--- src/rtl/io_bus_pkg.sv ---
// -----------------------------------------------------------------------------
// io_bus_pkg
// Shared definitions for the host I/O bus framer and its address decoder:
//   - status beat bit positions
//   - framer state encodings
//   - soft-reset address for the default 15-bit address width
//   - default peripheral window map (GPIO, UART, SPI, RAM, video)
// -----------------------------------------------------------------------------
package io_bus_pkg;

   // Status beat bit positions; all other status bits are zero.
   localparam int STAT_OK_BIT      = 0;
   localparam int STAT_TIMEOUT_BIT = 1;
   localparam int STAT_NODEC_BIT   = 2;

   // Framer state encodings.
   localparam logic [2:0] ST_IDLE   = 3'd0;
   localparam logic [2:0] ST_RECV   = 3'd1;
   localparam logic [2:0] ST_DECODE = 3'd2;
   localparam logic [2:0] ST_WAIT   = 3'd3;
   localparam logic [2:0] ST_SEND   = 3'd4;

   // Writing this address triggers the soft-reset pulse (default width).
   localparam logic [14:0] SOFT_RESET_ADDR = 15'h7FFF;

   // Default window map, channel 0 in the least significant 16 bits.
   localparam int          DEF_NUM_CHANNELS = 5;
   localparam logic [79:0] DEF_CH_BASE  = {16'h0080, 16'h0030, 16'h0020, 16'h0010, 16'h0000};
   localparam logic [79:0] DEF_CH_LIMIT = {16'h0100, 16'h0080, 16'h0030, 16'h0020, 16'h0010};

endpackage

--- src/rtl/io_addr_decoder.sv ---
// -----------------------------------------------------------------------------
// io_addr_decoder
// Combinational priority window match. Each channel owns the half-open range
// [base, limit) compared at 16 bits with the address zero-extended. When
// windows overlap the lowest channel index wins.
// Ports:
//   addr_i  in   ADDR_WIDTH    address to decode
//   sel_o   out  NUM_CHANNELS  one-hot matching window (all zero on miss)
//   hit_o   out  1             some window matched
// -----------------------------------------------------------------------------
module io_addr_decoder
   import io_bus_pkg::*;
#(
   parameter int                         ADDR_WIDTH   = 15,
   parameter int                         NUM_CHANNELS = DEF_NUM_CHANNELS,
   parameter logic [NUM_CHANNELS*16-1:0] CH_BASE      = DEF_CH_BASE,
   parameter logic [NUM_CHANNELS*16-1:0] CH_LIMIT     = DEF_CH_LIMIT
) (
   input  logic [ADDR_WIDTH-1:0]   addr_i,
   output logic [NUM_CHANNELS-1:0] sel_o,
   output logic                    hit_o
);

   logic [15:0] addr16_s;

   assign addr16_s = 16'(addr_i);

   // Priority match: a window only claims the address if no lower one did.
   always_comb begin
      logic hit_v;
      logic match_v;
      hit_v = 1'b0;
      sel_o = '0;
      for (int i = 0; i < NUM_CHANNELS; i++) begin
         match_v  = (addr16_s >= CH_BASE[i*16 +: 16]) && (addr16_s < CH_LIMIT[i*16 +: 16]);
         sel_o[i] = match_v & ~hit_v;
         hit_v    = hit_v | match_v;
      end
      hit_o = hit_v;
   end

endmodule

--- src/rtl/io_bus_framer.sv ---
// -----------------------------------------------------------------------------
// io_bus_framer
// Collects a host request frame {write, addr, data} as REQ_BEATS serial beats
// (LSB beat first), decodes the address against NUM_CHANNELS windows, runs one
// request/acknowledge exchange with the selected peripheral (with timeout) and
// returns a status beat followed by DATA_WIDTH/BEAT_WIDTH data beats.
// Ports:
//   iBusClock    in   1                        clock, posedge
//   iBoardReset  in   1                        async active-low reset
//   iBusSelect   in   1                        frame enable; low aborts frame
//   iBusMOSI     in   BEAT_WIDTH               request beat
//   oBusMISO     out  BEAT_WIDTH               response beat
//   oBusReady    out  1                        oBusMISO valid
//   oReqValid    out  1                        peripheral request strobe
//   oReqWrite    out  1                        request write bit
//   oReqAddr     out  ADDR_WIDTH               request address
//   oReqData     out  DATA_WIDTH               write data
//   oChanEnable  out  NUM_CHANNELS             one-hot channel select
//   iAckValid    in   NUM_CHANNELS             per-channel acknowledge
//   iAckData     in   NUM_CHANNELS*DATA_WIDTH  per-channel read data
//   oSoftReset   out  1                        pulse on write to all-ones addr
// -----------------------------------------------------------------------------
module io_bus_framer
   import io_bus_pkg::*;
#(
   parameter int                         BEAT_WIDTH   = 8,
   parameter int                         ADDR_WIDTH   = 15,
   parameter int                         DATA_WIDTH   = 16,
   parameter int                         NUM_CHANNELS = DEF_NUM_CHANNELS,
   parameter logic [NUM_CHANNELS*16-1:0] CH_BASE      = DEF_CH_BASE,
   parameter logic [NUM_CHANNELS*16-1:0] CH_LIMIT     = DEF_CH_LIMIT,
   parameter int                         TIMEOUT      = 15
) (
   input  logic                           iBusClock,
   input  logic                           iBoardReset,
   input  logic                           iBusSelect,
   input  logic [BEAT_WIDTH-1:0]          iBusMOSI,
   output logic [BEAT_WIDTH-1:0]          oBusMISO,
   output logic                           oBusReady,
   output logic                           oReqValid,
   output logic                           oReqWrite,
   output logic [ADDR_WIDTH-1:0]          oReqAddr,
   output logic [DATA_WIDTH-1:0]          oReqData,
   output logic [NUM_CHANNELS-1:0]        oChanEnable,
   input  logic [NUM_CHANNELS-1:0]        iAckValid,
   input  logic [NUM_CHANNELS*DATA_WIDTH-1:0] iAckData,
   output logic                           oSoftReset
);

   localparam int FRAME_W    = 1 + ADDR_WIDTH + DATA_WIDTH;
   localparam int REQ_BEATS  = FRAME_W / BEAT_WIDTH;
   localparam int DATA_BEATS = DATA_WIDTH / BEAT_WIDTH;
   localparam int CNT_W      = $clog2(REQ_BEATS + 1);
   localparam int SCNT_W     = $clog2(DATA_BEATS + 1);
   localparam int TCNT_W     = $clog2(TIMEOUT + 1);
   localparam logic [ADDR_WIDTH-1:0] SRST_ADDR = {ADDR_WIDTH{1'b1}};

   // Elaboration-time guards on the frame geometry.
   if ((FRAME_W % BEAT_WIDTH) != 0) begin : g_bad_frame
      $error("io_bus_framer: 1+ADDR_WIDTH+DATA_WIDTH must be a multiple of BEAT_WIDTH");
   end
   if ((DATA_WIDTH % BEAT_WIDTH) != 0) begin : g_bad_data
      $error("io_bus_framer: DATA_WIDTH must be a multiple of BEAT_WIDTH");
   end
   if (BEAT_WIDTH < 3) begin : g_bad_beat
      $error("io_bus_framer: BEAT_WIDTH too narrow for the status beat");
   end

   logic [2:0]              state_q,     state_d;
   logic [CNT_W-1:0]        beat_cnt_q,  beat_cnt_d;
   logic [FRAME_W-1:0]      frame_q,     frame_d;
   logic [TCNT_W-1:0]       wait_cnt_q,  wait_cnt_d;
   logic [SCNT_W-1:0]       send_cnt_q,  send_cnt_d;
   logic [DATA_WIDTH-1:0]   rsp_data_q,  rsp_data_d;
   logic [BEAT_WIDTH-1:0]   miso_q,      miso_d;
   logic                    ready_q,     ready_d;
   logic                    req_valid_q, req_valid_d;
   logic                    req_write_q, req_write_d;
   logic [ADDR_WIDTH-1:0]   req_addr_q,  req_addr_d;
   logic [DATA_WIDTH-1:0]   req_data_q,  req_data_d;
   logic [NUM_CHANNELS-1:0] chan_q,      chan_d;
   logic                    soft_rst_q,  soft_rst_d;

   logic [FRAME_W-1:0]      frame_shift_s;
   logic [DATA_WIDTH-1:0]   frame_data_s;
   logic [ADDR_WIDTH-1:0]   frame_addr_s;
   logic                    frame_write_s;
   logic [NUM_CHANNELS-1:0] dec_sel_s;
   logic                    dec_hit_s;
   logic                    ack_hit_s;
   logic [DATA_WIDTH-1:0]   ack_data_s;
   logic                    send_go_s;
   logic [BEAT_WIDTH-1:0]   status_s;
   logic [DATA_WIDTH-1:0]   rsp_load_s;

   // Beats enter at the top so the first (LSB) beat ends up at bit 0.
   assign frame_shift_s = {iBusMOSI, frame_q[FRAME_W-1:BEAT_WIDTH]};
   assign frame_data_s  = frame_q[DATA_WIDTH-1:0];
   assign frame_addr_s  = frame_q[DATA_WIDTH +: ADDR_WIDTH];
   assign frame_write_s = frame_q[FRAME_W-1];

   io_addr_decoder #(
      .ADDR_WIDTH   (ADDR_WIDTH),
      .NUM_CHANNELS (NUM_CHANNELS),
      .CH_BASE      (CH_BASE),
      .CH_LIMIT     (CH_LIMIT)
   ) u_decoder (
      .addr_i (frame_addr_s),
      .sel_o  (dec_sel_s),
      .hit_o  (dec_hit_s)
   );

   // Only the channel we selected may complete the request.
   assign ack_hit_s = |(iAckValid & chan_q);

   // Read-data mux driven by the registered one-hot select.
   always_comb begin
      ack_data_s = '0;
      for (int i = 0; i < NUM_CHANNELS; i++) begin
         ack_data_s = ack_data_s | (iAckData[i*DATA_WIDTH +: DATA_WIDTH] & {DATA_WIDTH{chan_q[i]}});
      end
   end

   // Next-state logic for the frame receive / decode / wait / send sequence.
   always_comb begin
      state_d     = state_q;
      beat_cnt_d  = beat_cnt_q;
      frame_d     = frame_q;
      wait_cnt_d  = wait_cnt_q;
      send_cnt_d  = send_cnt_q;
      rsp_data_d  = rsp_data_q;
      miso_d      = miso_q;
      ready_d     = ready_q;
      req_valid_d = req_valid_q;
      req_write_d = req_write_q;
      req_addr_d  = req_addr_q;
      req_data_d  = req_data_q;
      chan_d      = chan_q;
      soft_rst_d  = 1'b0;
      send_go_s   = 1'b0;
      status_s    = '0;
      rsp_load_s  = '0;

      case (state_q)
         ST_IDLE: begin
            if (iBusSelect) begin
               frame_d    = frame_shift_s;
               beat_cnt_d = CNT_W'(1);
               state_d    = ST_RECV;
            end else begin
               beat_cnt_d = '0;
            end
         end

         ST_RECV: begin
            if (!iBusSelect) begin
               state_d    = ST_IDLE;
               beat_cnt_d = '0;
            end else begin
               frame_d = frame_shift_s;
               if (beat_cnt_q == CNT_W'(REQ_BEATS - 1)) begin
                  state_d    = ST_DECODE;
                  beat_cnt_d = '0;
               end else begin
                  beat_cnt_d = beat_cnt_q + CNT_W'(1);
               end
            end
         end

         ST_DECODE: begin
            if (frame_write_s && (frame_addr_s == SRST_ADDR)) begin
               soft_rst_d             = 1'b1;
               send_go_s              = 1'b1;
               status_s[STAT_OK_BIT]  = 1'b1;
            end else if (dec_hit_s) begin
               req_valid_d = 1'b1;
               chan_d      = dec_sel_s;
               req_write_d = frame_write_s;
               req_addr_d  = frame_addr_s;
               req_data_d  = frame_data_s;
               wait_cnt_d  = '0;
               state_d     = ST_WAIT;
            end else begin
               send_go_s                = 1'b1;
               status_s[STAT_NODEC_BIT] = 1'b1;
            end
         end

         ST_WAIT: begin
            // Ack is checked before the timeout so a last-cycle ack still wins.
            if (ack_hit_s) begin
               req_valid_d           = 1'b0;
               chan_d                = '0;
               send_go_s             = 1'b1;
               status_s[STAT_OK_BIT] = 1'b1;
               rsp_load_s            = req_write_q ? '0 : ack_data_s;
            end else if (wait_cnt_q == TCNT_W'(TIMEOUT - 1)) begin
               req_valid_d                = 1'b0;
               chan_d                     = '0;
               send_go_s                  = 1'b1;
               status_s[STAT_TIMEOUT_BIT] = 1'b1;
            end else begin
               wait_cnt_d = wait_cnt_q + TCNT_W'(1);
            end
         end

         ST_SEND: begin
            // send_cnt_q counts data beats already presented after the status.
            if (!iBusSelect || (send_cnt_q == SCNT_W'(DATA_BEATS))) begin
               state_d    = ST_IDLE;
               ready_d    = 1'b0;
               miso_d     = '0;
               send_cnt_d = '0;
            end else begin
               miso_d     = rsp_data_q[BEAT_WIDTH-1:0];
               rsp_data_d = rsp_data_q >> BEAT_WIDTH;
               send_cnt_d = send_cnt_q + SCNT_W'(1);
            end
         end

         default: begin
            state_d     = ST_IDLE;
            ready_d     = 1'b0;
            req_valid_d = 1'b0;
            chan_d      = '0;
         end
      endcase

      // Common entry into SEND: the status beat is presented first.
      state_d    = send_go_s ? ST_SEND    : state_d;
      ready_d    = send_go_s ? 1'b1       : ready_d;
      miso_d     = send_go_s ? status_s   : miso_d;
      send_cnt_d = send_go_s ? '0         : send_cnt_d;
      rsp_data_d = send_go_s ? rsp_load_s : rsp_data_d;
   end

   // State and output registers; reset drops any in-flight request.
   always_ff @(posedge iBusClock or negedge iBoardReset) begin
      if (!iBoardReset) begin
         state_q     <= ST_IDLE;
         beat_cnt_q  <= '0;
         frame_q     <= '0;
         wait_cnt_q  <= '0;
         send_cnt_q  <= '0;
         rsp_data_q  <= '0;
         miso_q      <= '0;
         ready_q     <= 1'b0;
         req_valid_q <= 1'b0;
         req_write_q <= 1'b0;
         req_addr_q  <= '0;
         req_data_q  <= '0;
         chan_q      <= '0;
         soft_rst_q  <= 1'b0;
      end else begin
         state_q     <= state_d;
         beat_cnt_q  <= beat_cnt_d;
         frame_q     <= frame_d;
         wait_cnt_q  <= wait_cnt_d;
         send_cnt_q  <= send_cnt_d;
         rsp_data_q  <= rsp_data_d;
         miso_q      <= miso_d;
         ready_q     <= ready_d;
         req_valid_q <= req_valid_d;
         req_write_q <= req_write_d;
         req_addr_q  <= req_addr_d;
         req_data_q  <= req_data_d;
         chan_q      <= chan_d;
         soft_rst_q  <= soft_rst_d;
      end
   end

   assign oBusMISO    = miso_q;
   assign oBusReady   = ready_q;
   assign oReqValid   = req_valid_q;
   assign oReqWrite   = req_write_q;
   assign oReqAddr    = req_addr_q;
   assign oReqData    = req_data_q;
   assign oChanEnable = chan_q;
   assign oSoftReset  = soft_rst_q;

endmodule
--- config.mk ---
export PLATFORM = sky130hd
export DESIGN_NAME = io_bus_framer
export DESIGN_NICKNAME = d
export VERILOG_FILES = /design/src/rtl/io_bus_pkg.sv /design/src/rtl/io_addr_decoder.sv /design/src/rtl/io_bus_framer.sv
export SDC_FILE = /design/constraint.sdc
export NUM_CORES = 1
export LEC_CHECK = 0
export CORE_UTILIZATION = 50
export DETAILED_ROUTE_END_ITERATION = 10
export DONT_BUFFER_PORTS = 1
export PLACE_DENSITY_LB_ADDON = 0.25
export SKIP_LAST_GASP = 1
export SLEW_MARGIN = 20
export SYNTH_ARGS = -nofsm -noshare
export SYNTH_HDL_FRONTEND = slang
export SYNTH_HIERARCHICAL = 1
export SYNTH_SLANG_ARGS = --single-unit
--- constraint.sdc ---
create_clock -name iBusClock -period 4.8 [get_ports iBusClock]
set_input_delay 0.96 -clock iBusClock [delete_from_list [all_inputs] [get_ports iBusClock]]
set_output_delay 0.96 -clock iBusClock [all_outputs]
set_load 0.005 [all_outputs]
==> metrics.md, run 1 <==
| Metric | Value |
|---|---|
| Status | finished, final reports clean |
| DRT Pass-1 Iters | 9 |
| Final core utilization | 53.99% |
| Setup_tns | 0 ns |
| Worst R2R Start | frame_q[28] |
| Met2 wire len | 5.113 mm |
| Max-slew headroom | 42.82% |
| Finished Cell Area | 0.005253 mm^2 |
| Clock Latency Late Sink | 0.37 ns |
| Starting density of the core | 51.29% |
| Leak Pwr | 2.362 nW |
| Root Driver | clkbuf_8 |
| Routed wire length per instance | 20.59 um |
| CP Max Fanout | 17 |
| DP Area | 0.005042 mm^2 |
| Post-synth top area cell | dfrtp_1 |
| GRT Overall Usage | 21.69% |
| Yosys top cell area share | 54.16% |
| Final period demand of the worst path | 2.776 ns |
| Setup Viol. Count Final | 0 |
| Synth top area cells | dfrtp_1, mux2_2, a222oi_1, nand2_1, a22oi_1 |
| Die X-Extent | 101.9 um |
| Placer congestion estimate | 0.8684 |
| IO Pins | 144 |
| Total area of sequential cells | 0.002703 mm^2 |
| CTS Buffer Depth | 2 |
| Met3 WL | 762 um |
| Mapped Cells | 405 |
| Clock-pin slew on the worst setup and hold paths | 0.12 ns |
| Layout cells sized above 1 | 25.63% |
| Die Height | 101.9 um |
| Slew Viols, Final | 0 |
| VDD IR max | 0.2520 mV |
| Post-synth ARST share | 100.0% |
| Hold Vio Cnt, Final | 0 |
| Yosys warns | 6 |
| Die Area | 0.01038 mm^2 |
| EDFF count, synth | 0 |
| DRT iter0 DRCs | 259 |
| Vias in the first global route | 3343 |
| Setup crit end kind | flop |
| Actual transition at the worst max-transition pin | 0.8513 ns |
| CTS hold repair buffers | 0 |
| Top cells by count, synth | dfrtp_1, mux2_2, nand2_1 |
| IO buf count | 0 |
| Drc violations | 0 |
| Largest net degree at the start of global routing | 109 |
| # fillers | 845 |
| Slowest cell on crit path | nor3_4 |
| WL final | 10.85 mm |
| Vias per cell | 6.326 |
| Fin crit share | 57.83% |
| Remaining global-route overflow | 0 |
| Worst reg-to-reg path cell count | 6 |
| FF-to-FF setup slack | 2.02 ns |
| Syn Std Cell Area | 0.004990 mm^2 |
| H-tree levels | 3 |
| Startpoint types | flop |
| Post-route antenna net violation count | 0 |
| Pwr/cell area | 499.6 mW/mm^2 |
| Crit-path cells | or4_4, nor2_1, nor2b_1, a311oi_4, nor3_4, a221oi_1 |
| Clk_skew | 0.01590 ns |
| # diodes | 0 |
| Multi-input logic area | 0.002098 mm^2 |
| Max layer used | met4 |
| Layout Area Growth over Synthesis | 5.266% |
| WL met1 | 4.836 mm |
| Hold Crit Class | in -> async |
| First-pass GRT wire length | 17.35 mm |
| Achievable Freq | 360.3 MHz |
| Type of the worst setup path | reg -> reg |
| Main synth FF type | dfrtp_1 |
| HPWL Detailed | 7.488 mm |
| Max Cap Viol | 0 |
| Final #Nets | 489 |
| Worst Path Required | 5.03 ns |
| Resize count post-CTS | 0 |
| Syn avg cell area | 12.32 um^2 |
| CTS tree | built |
| Crit path to | rsp_data_q[6] |
| Buffer count from post-CTS setup fixing | 0 |
| Top-count cell post-synth | dfrtp_1 |
| Count of unique library cells instantiated by Yosys | 54 |
| Worst path depth | 6 |
| CTS Buf Count | 9 |
| RSZ-0062 raised after global routing | no |
| Seq/Total Area, Yosys | 54.16% |
| Crit path from | frame_q[28] |
| # rows | 36 |
| Crit-path max cell delay | 0.65 ns |
| FF+latch count, synth | 108 |
| WP buf/inv | 0 |
| Initial antenna violation count | 0 |
| Clk sinks | 108 |
| Critical path arrival | 3.01 ns |
| Vias | 3334 |
| Syn_nets | 505 |
| Core Region | 0.009729 mm^2 |
| Reg2reg end | rsp_data_q[6] |
| CP top delay family | simple AND/OR/NAND/NOR gates |
[registers in the layout, summed over array words and instances (netlist names)]
name         count
rsp_data_q      16
oSoftReset       1
send_cnt_q       2
beat_cnt_q       3
frame_q         32
oReqData        16
state_q          3
oReqValid        1
oBusReady        1
oChanEnable      5
oReqAddr        15
oBusMISO         8
oReqWrite        1
wait_cnt_q       4
[worst min-delay path by stage]
stage                        from            end  slack [ns]  cells past startpoint
floorplan           send_cnt_q[0]  send_cnt_q[0]        0.45                      1
global placement    send_cnt_q[0]  send_cnt_q[0]        0.47                      1
detailed placement  send_cnt_q[0]  send_cnt_q[0]        0.47                      1
CTS                   iBoardReset    oBusMISO[6]        0.24                      0
global route          iBoardReset    oBusMISO[6]        0.24                      0
finish                iBoardReset    oBusMISO[6]        0.27                      0
[power breakdown]
group / total (mW) / internal (mW) / switching (mW)
Clock: 0.561 / 0.213 / 0.348
Combinational: 0.615 / 0.335 / 0.280
Sequential: 1.45 / 1.17 / 0.275
[worst register-to-register path, stage by stage (launching register included)]
cell and delay, ns:
dfrtp_1 0.43, or4_4 0.62, nor2_1 0.22, nor2b_1 0.34
a311oi_4 0.17, nor3_4 0.66, a221oi_1 0.20
[area by class of cell]
cell class / count / area share (%)
sequential: 108 / 51.45
multi-input combinational: 253 / 39.95
tap: 133 / 3.168
clock buffer: 9 / 2.358
clock inverter: 7 / 1.644
inverter: 14 / 1.000
timing repair buffer: 3 / 0.4288
[cell families (layout without fill, tap and decap cells)]
| kind of cell | count (synthesis) | after routing | share of synthesized area [%] |
|---|---|---|---|
| AND/OR/NAND/NOR | 93 | 93 | 10.68 |
| adder cells (fa/ha/maj) | 4 | 4 | 1.003 |
| buffers and inverters | 44 | 33 | 3.987 |
| multiplexers | 66 | 66 | 14.87 |
| AO/OA/AOI/OAI | 90 | 90 | 15.30 |
| flip-flops | 108 | 108 | 54.16 |
[placed cells by master, fill, tap and decap left out, drive strengths merged, types with 4 or more instances in the layout]
master | netlist | final
inv | 13 | 17
ha | 4 | 4
a32o | 5 | 5
or4 | 4 | 4
nand2 | 36 | 36
a222oi | 17 | 17
a21oi | 4 | 4
a221oi | 8 | 8
mux2 | 65 | 65
a22oi | 16 | 16
o21ai | 7 | 7
nor3 | 11 | 11
clkbuf | 14 | 9
nor2b | 4 | 4
nor2 | 13 | 13
a22o | 13 | 13
nand4 | 6 | 6
clkinv | 1 | 4
dfrtp | 108 | 108
[routing by layer]
metal / track usage, % / up-vias
met5: 0 / -
met4: 6.264 / 0
met3: 5.198 / 14
met2: 33.63 / 134
met1: 30.59 / 1681
li1: - / 1505
[through the flow]
stage	hold slack, ns	total power [mW]	setup slack [ns]	std cells
floorplan	0.4510	1.927	2.396	405
global placement	0.4727	2.058	2.048	511
detailed placement	0.4697	2.089	1.970	511
CTS	0.2443	2.655	2.014	527
global route	0.2403	2.792	1.851	527
finish	0.2653	2.624	2.024	527
(Power assumes the default switching activity.)
==> run 2, diff against run 1 <==
==> constraint.sdc (replaced) <==
create_clock -name iBusClock -period 2.25 [get_ports iBusClock]
set_input_delay 0.45 -clock iBusClock [delete_from_list [all_inputs] [get_ports iBusClock]]
set_output_delay 0.45 -clock iBusClock [all_outputs]
set_load 0.005 [all_outputs]
==> metrics.md, run 2 (same netlist as run 1, synthesis figures left out) <==
| Metric | Value |
|---|---|
| Layout cells sized above 1 | 33.26% |
| Hold Vio Cnt, Final | 108 |
| Slew Viols, Final | 0 |
| Internal | 3.912 mW |
| DRT iter0 DRCs | 233 |
| # diodes | 0 |
| IO buf count | 0 |
| Most frequent cells in the layout | dfrtp_1, mux2_2, nand2_1 |
| Final Power | 5.964 mW |
| Switch share | 34.41% |
| Number of flip-flops in the largest register | 32 |
| Clock Latency Late Sink | 0.38 ns |
| Commonest non-fill, non-tap cell in the layout | dfrtp_1 |
| CTS Buf Count | 9 |
| Violated checks | hold timing |
| RSZ-0062 raised after global routing | yes |
| Actual transition at the worst max-transition pin | 0.6822 ns |
| Vias per cell | 6.359 |
| Largest net degree at the start of global routing | 109 |
| CP Max Fanout | 7 |
| Achievable Freq | 457.6 MHz |
| Worst reg-to-reg path cell count | 7 |
| Pwr/cell area | 1063 mW/mm^2 |
| Final core utilization | 57.69% |
| Final period demand of the worst path | 2.185 ns |
| Clock-pin slew on the worst setup and hold paths | 0.11 ns |
| Vias | 3580 |
| Switch Pwr | 2.052 mW |
| # rows | 36 |
| Drc violations | 0 |
| IO Pins | 144 |
| Status | finished, violations left |
| Max-slew headroom | 54.04% |
| Combinational share of power | 30.6% |
| Die Area | 0.01038 mm^2 |
| Clk sinks | 108 |
| Core Region | 0.009729 mm^2 |
| Worst Path Required | 2.54 ns |
| VDD IR max | 0.5010 mV |
| Die X-Extent | 101.9 um |
| Max Cap Viol | 0 |
| Clk_skew | 0.01136 ns |
| H-tree levels | 3 |
| Setup Viol. Count Final | 0 |
| Setup_tns | 0 ns |
| Hold Crit Class | in -> async |
| Type of the worst setup path | reg -> reg |
| HPWL Detailed | 8.037 mm |
| WL final | 11.54 mm |
| CTS tree | built |
| Starting density of the core | 51.29% |
| Root Driver | clkbuf_8 |
| Most flop-heavy register | frame_q |
| First-pass GRT wire length | 18.31 mm |
| Die Height | 101.9 um |
| CTS Buffer Depth | 2 |
| Post-route antenna net violation count | 0 |
| Vias in the first global route | 3555 |
| Fin crit share | 97.12% |
| Clock power share | 19.7% |
| Startpoint types | flop |
| Final #Nets | 525 |
| GRT Overall Usage | 23.07% |
| Worst hold slack | -0.2440 ns |
| Initial antenna violation count | 0 |
| Remaining global-route overflow | 0 |
| Setup crit end kind | flop |
| Leak Pwr | 2.554 nW |
| DRT Pass-1 Iters | 10 |
| Layout Area Growth over Synthesis | 12.49% |
| Placer congestion estimate | 0.8628 |
| Routed wire length per instance | 20.50 um |
| Seq pwr share | 49.7% |
| Critical path arrival | 2.47 ns |
-- run 2: cell types whose count changed in the layout (fill, tap and decap cells not counted), moves of 2 or more --
cell	delta
buf_4	+31
buf_12	+3
inv_6	-2
or2_4	+2
-- run 2: through the flow --
step	cell area, um^2	setup WS (ns)	hold WS [ns]	std cells
after global routing	5613	-0.02773	-0.2714	563
after floorplan	5007	0.01317	0.1544	405
after detailed placement	5304	-0.1828	0.1574	539
final	5613	0.06472	-0.2440	563
after CTS	5513	-0.01642	-0.2598	555
after global placement	5304	-0.09384	0.1575	539
-- run 2: routing by layer --
metal  up-vias  GRT usage, %  wire length (um)
li1       1578             -                 -
met1      1826         31.86              4926
met2       156         36.17              5532
met3        20         5.267               858
met4         0         7.802               222
met5         -             0                 0
-- run 2: what timing repair did --
item	4_1_cts	5_1_grt
resized for setup	2	6
endpoints found under the setup margin	35	27
pin swaps	0	7
endpoints found under the hold margin	108	108
gates cloned	0	2
buffers inserted	0	6
-- run 2: cell type report --
cell class	instances	area (um^2)
sequential	108	2703
timing repair buffer	37	315.3
inverter	14	52.55
clock buffer	9	123.9
tap	133	166.4
clock inverter	7	80.08
fill	811	4116
multi-input combinational	255	2172
-- run 2: power by group through the flow --
stage / clock network, mW / logic (mW) / registers (mW)
floorplan: 0 / 1.23 / 2.89
global placement: 0 / 1.67 / 2.97
detailed placement: 0 / 1.73 / 3.00
CTS: 1.20 / 1.74 / 2.96
global route: 1.28 / 2.00 / 3.05
finish: 1.17 / 1.83 / 2.96
-- run 2: worst max-delay path, stage by stage (launching register included) --
cell	delay (ns)
dfrtp_1	0.40
or4_4	0.56
nor2_4	0.13
nor2b_4	0.25
a311oi_4	0.11
or2_4	0.35
buf_4	0.15
nor3_1	0.16
-- run 2: worst paths after layout --
check	slack, ns	to	start
worst min-delay path	-0.24	oBusMISO[6]	iBoardReset
worst max-delay path	0.06	state_q[0]	frame_q[26]
max in group asynchronous	2.30	frame_q[19]	iBoardReset
min in group iBusClock	0.22	frame_q[24]	iBusMOSI[0]
worst max register to register	0.06	state_q[0]	frame_q[26]
worst min register to register	0.48	send_cnt_q[0]	send_cnt_q[0]
==> run 3, diff against run 2 <==
--- a/config.mk
+++ b/config.mk
@@ -5,7 +5,9 @@
 export SDC_FILE = /design/constraint.sdc
 export NUM_CORES = 1
 export LEC_CHECK = 0
-export CORE_UTILIZATION = 50
+export CELL_PAD_IN_SITES_DETAIL_PLACEMENT = 2
+export CELL_PAD_IN_SITES_GLOBAL_PLACEMENT = 2
+export CORE_UTILIZATION = 37
 export DETAILED_ROUTE_END_ITERATION = 10
 export DONT_BUFFER_PORTS = 1
 export PLACE_DENSITY_LB_ADDON = 0.25
==> metrics.md, run 3 (same netlist as run 1, synthesis figures left out) <==
| Metric | Value |
|---|---|
| Status | finished, violations left |
| Violated checks | hold timing, setup timing |
| Number of flip-flops in the largest register | 32 |
| Clock Latency Late Sink | 0.37 ns |
| Root Driver | clkbuf_16 |
| # rows | 42 |
| Setup_tns | -0.1446 ns |
| Worst Path Required | 2.50 ns |
| Achievable Freq | 436.5 MHz |
| Remaining global-route overflow | 0 |
| Starting density of the core | 37.83% |
| Startpoint types | flop |
| Post-route antenna net violation count | 0 |
| IO Pins | 144 |
| CTS tree | built |
| Placer congestion estimate | 0.9123 |
| Worst slack at placement | -0.08005 ns |
| Clock-pin slew on the worst setup and hold paths | 0.08 ns |
| Max-slew headroom | 68.01% |
| PnR worst setup slack | -0.04077 ns |
| Setup crit end kind | flop |
| DRT Pass-1 Iters | 7 |
| Die Area | 0.01395 mm^2 |
| Commonest non-fill, non-tap cell in the layout | dfrtp_1 |
| Type of the worst setup path | reg -> reg |
| CTS Buf Count | 9 |
| Multi-input logic area | 0.002306 mm^2 |
| Max Cap Viol | 0 |
| Clk sinks | 108 |
| Die X-Extent | 118.1 um |
| Hold Vio Cnt, Final | 108 |
| Worst hold slack | -0.2258 ns |
| Hold Crit Class | in -> async |
| Most frequent cells in the layout | dfrtp_1, buf_4, mux2_2 |
| VDD IR max | 0.6508 mV |
| Total area of sequential cells | 0.002704 mm^2 |
| H-tree levels | 3 |
| Most flop-heavy register | frame_q |
| Largest net degree at the start of global routing | 109 |
| WL final | 16.15 mm |
| Final #Nets | 539 |
| DRT iter0 DRCs | 181 |
| HPWL Detailed | 10.05 mm |
| IO buf count | 0 |
| Layout Area Growth over Synthesis | 23.02% |
| Actual transition at the worst max-transition pin | 0.4784 ns |
| Fin crit share | 101.8% |
| First-pass GRT wire length | 23.24 mm |
| Leak Pwr | 2.741 nW |
| Die Height | 118.1 um |
| Layout cells sized above 1 | 37.39% |
| Setup Viol. Count Final | 12 |
| CTS Buffer Depth | 2 |
| Critical path arrival | 2.55 ns |
| Vias in the first global route | 4097 |
| RSZ-0062 raised after global routing | yes |
| # fillers | 1303 |
| Vias per cell | 5.963 |
| CP Max Fanout | 9 |
| Routed wire length per instance | 26.05 um |
| Clk_skew | 0.01025 ns |
| Slew Viols, Final | 0 |
| Initial antenna violation count | 0 |
| Pwr/cell area | 1118 mW/mm^2 |
| Core Region | 0.01319 mm^2 |
| Final period demand of the worst path | 2.291 ns |
| Vias | 3697 |
| Drc violations | 0 |
| # diodes | 0 |
| GRT Overall Usage | 21.99% |
run 3: changes by cell type in the layout (fill, tap and decap cells not counted), sizes merged:
cell	before	now
buf	37	49
clkbuf	9	13
clkinv	5	1
inv	15	18
a311oi	2	1
bufinv	0	1
or2	2	1
run 3: timing repair:
item / 4_1_cts / 5_1_grt
resized for setup: 5 / 46
gates cloned: 0 / 7
hold endpoints to repair: 108 / 108
pin swaps: 2 / 5
setup buffers: 2 / 4
endpoints found under the setup margin: 48 / 63
run 3: worst paths after layout:
path / startpoint / end / slack, ns / cells past startpoint
max: frame_q[24] / oReqData[14] / -0.04 / 8
min: iBoardReset / oBusMISO[7] / -0.23 / 0
max reg2reg: frame_q[24] / oReqData[14] / -0.04 / 8
min reg2reg: send_cnt_q[0] / send_cnt_q[0] / 0.48 / 1
max in group asynchronous: iBoardReset / frame_q[4] / 2.33 / 0
min in group iBusClock: iBusMOSI[2] / frame_q[26] / 0.23 / 1
run 3: worst max-delay path, stage by stage (launching register included):
cell and delay [ns]:
dfrtp_1 0.42, or4_4 0.58, nor2_4 0.13, buf_6 0.11, nand2_4 0.04, nor3_4 0.20
buf_12 0.18, buf_8 0.15, mux2_2 0.35
run 3: final cells by class:
type                            count  share of cell area, %
Inverter                           14                 0.8561
Sequential cell                   108                  44.05
Timing Repair Buffer               53                  8.867
Multi-Input combinational cell    253                  37.57
Clock buffer                        9                  3.669
Clock inverter                      7                  1.406
Tap cell                          176                  3.587
run 3: per-stage QoR:
step	area, um^2	total power, mW	cells	util (%)
after floorplan	5007	4.120	405	-
after global placement	5425	4.761	591	41.13
after detailed placement	5425	4.913	591	41.13
after CTS	5778	6.712	609	43.81
after global routing	6138	7.215	620	46.54
final	6138	6.863	620	46.54
run 3: power breakdown:
| part | leakage (nW) | internal [mW] | switching, mW | total [mW] |
|---|---|---|---|---|
| clock | 0.151 | 0.892 | 0.808 | 1.70 |
| combinational | 1.19 | 1.11 | 1.03 | 2.13 |
| sequential | 1.40 | 2.51 | 0.518 | 3.03 |
| total | 2.74 | 4.51 | 2.35 | 6.86 |
run 3: metal layers:
layer,routed length (um),global-route usage [%]
met4,261,8.734
met5,0,0
met1,6813,26.49
met3,816,6.757
met2,8257,36.62
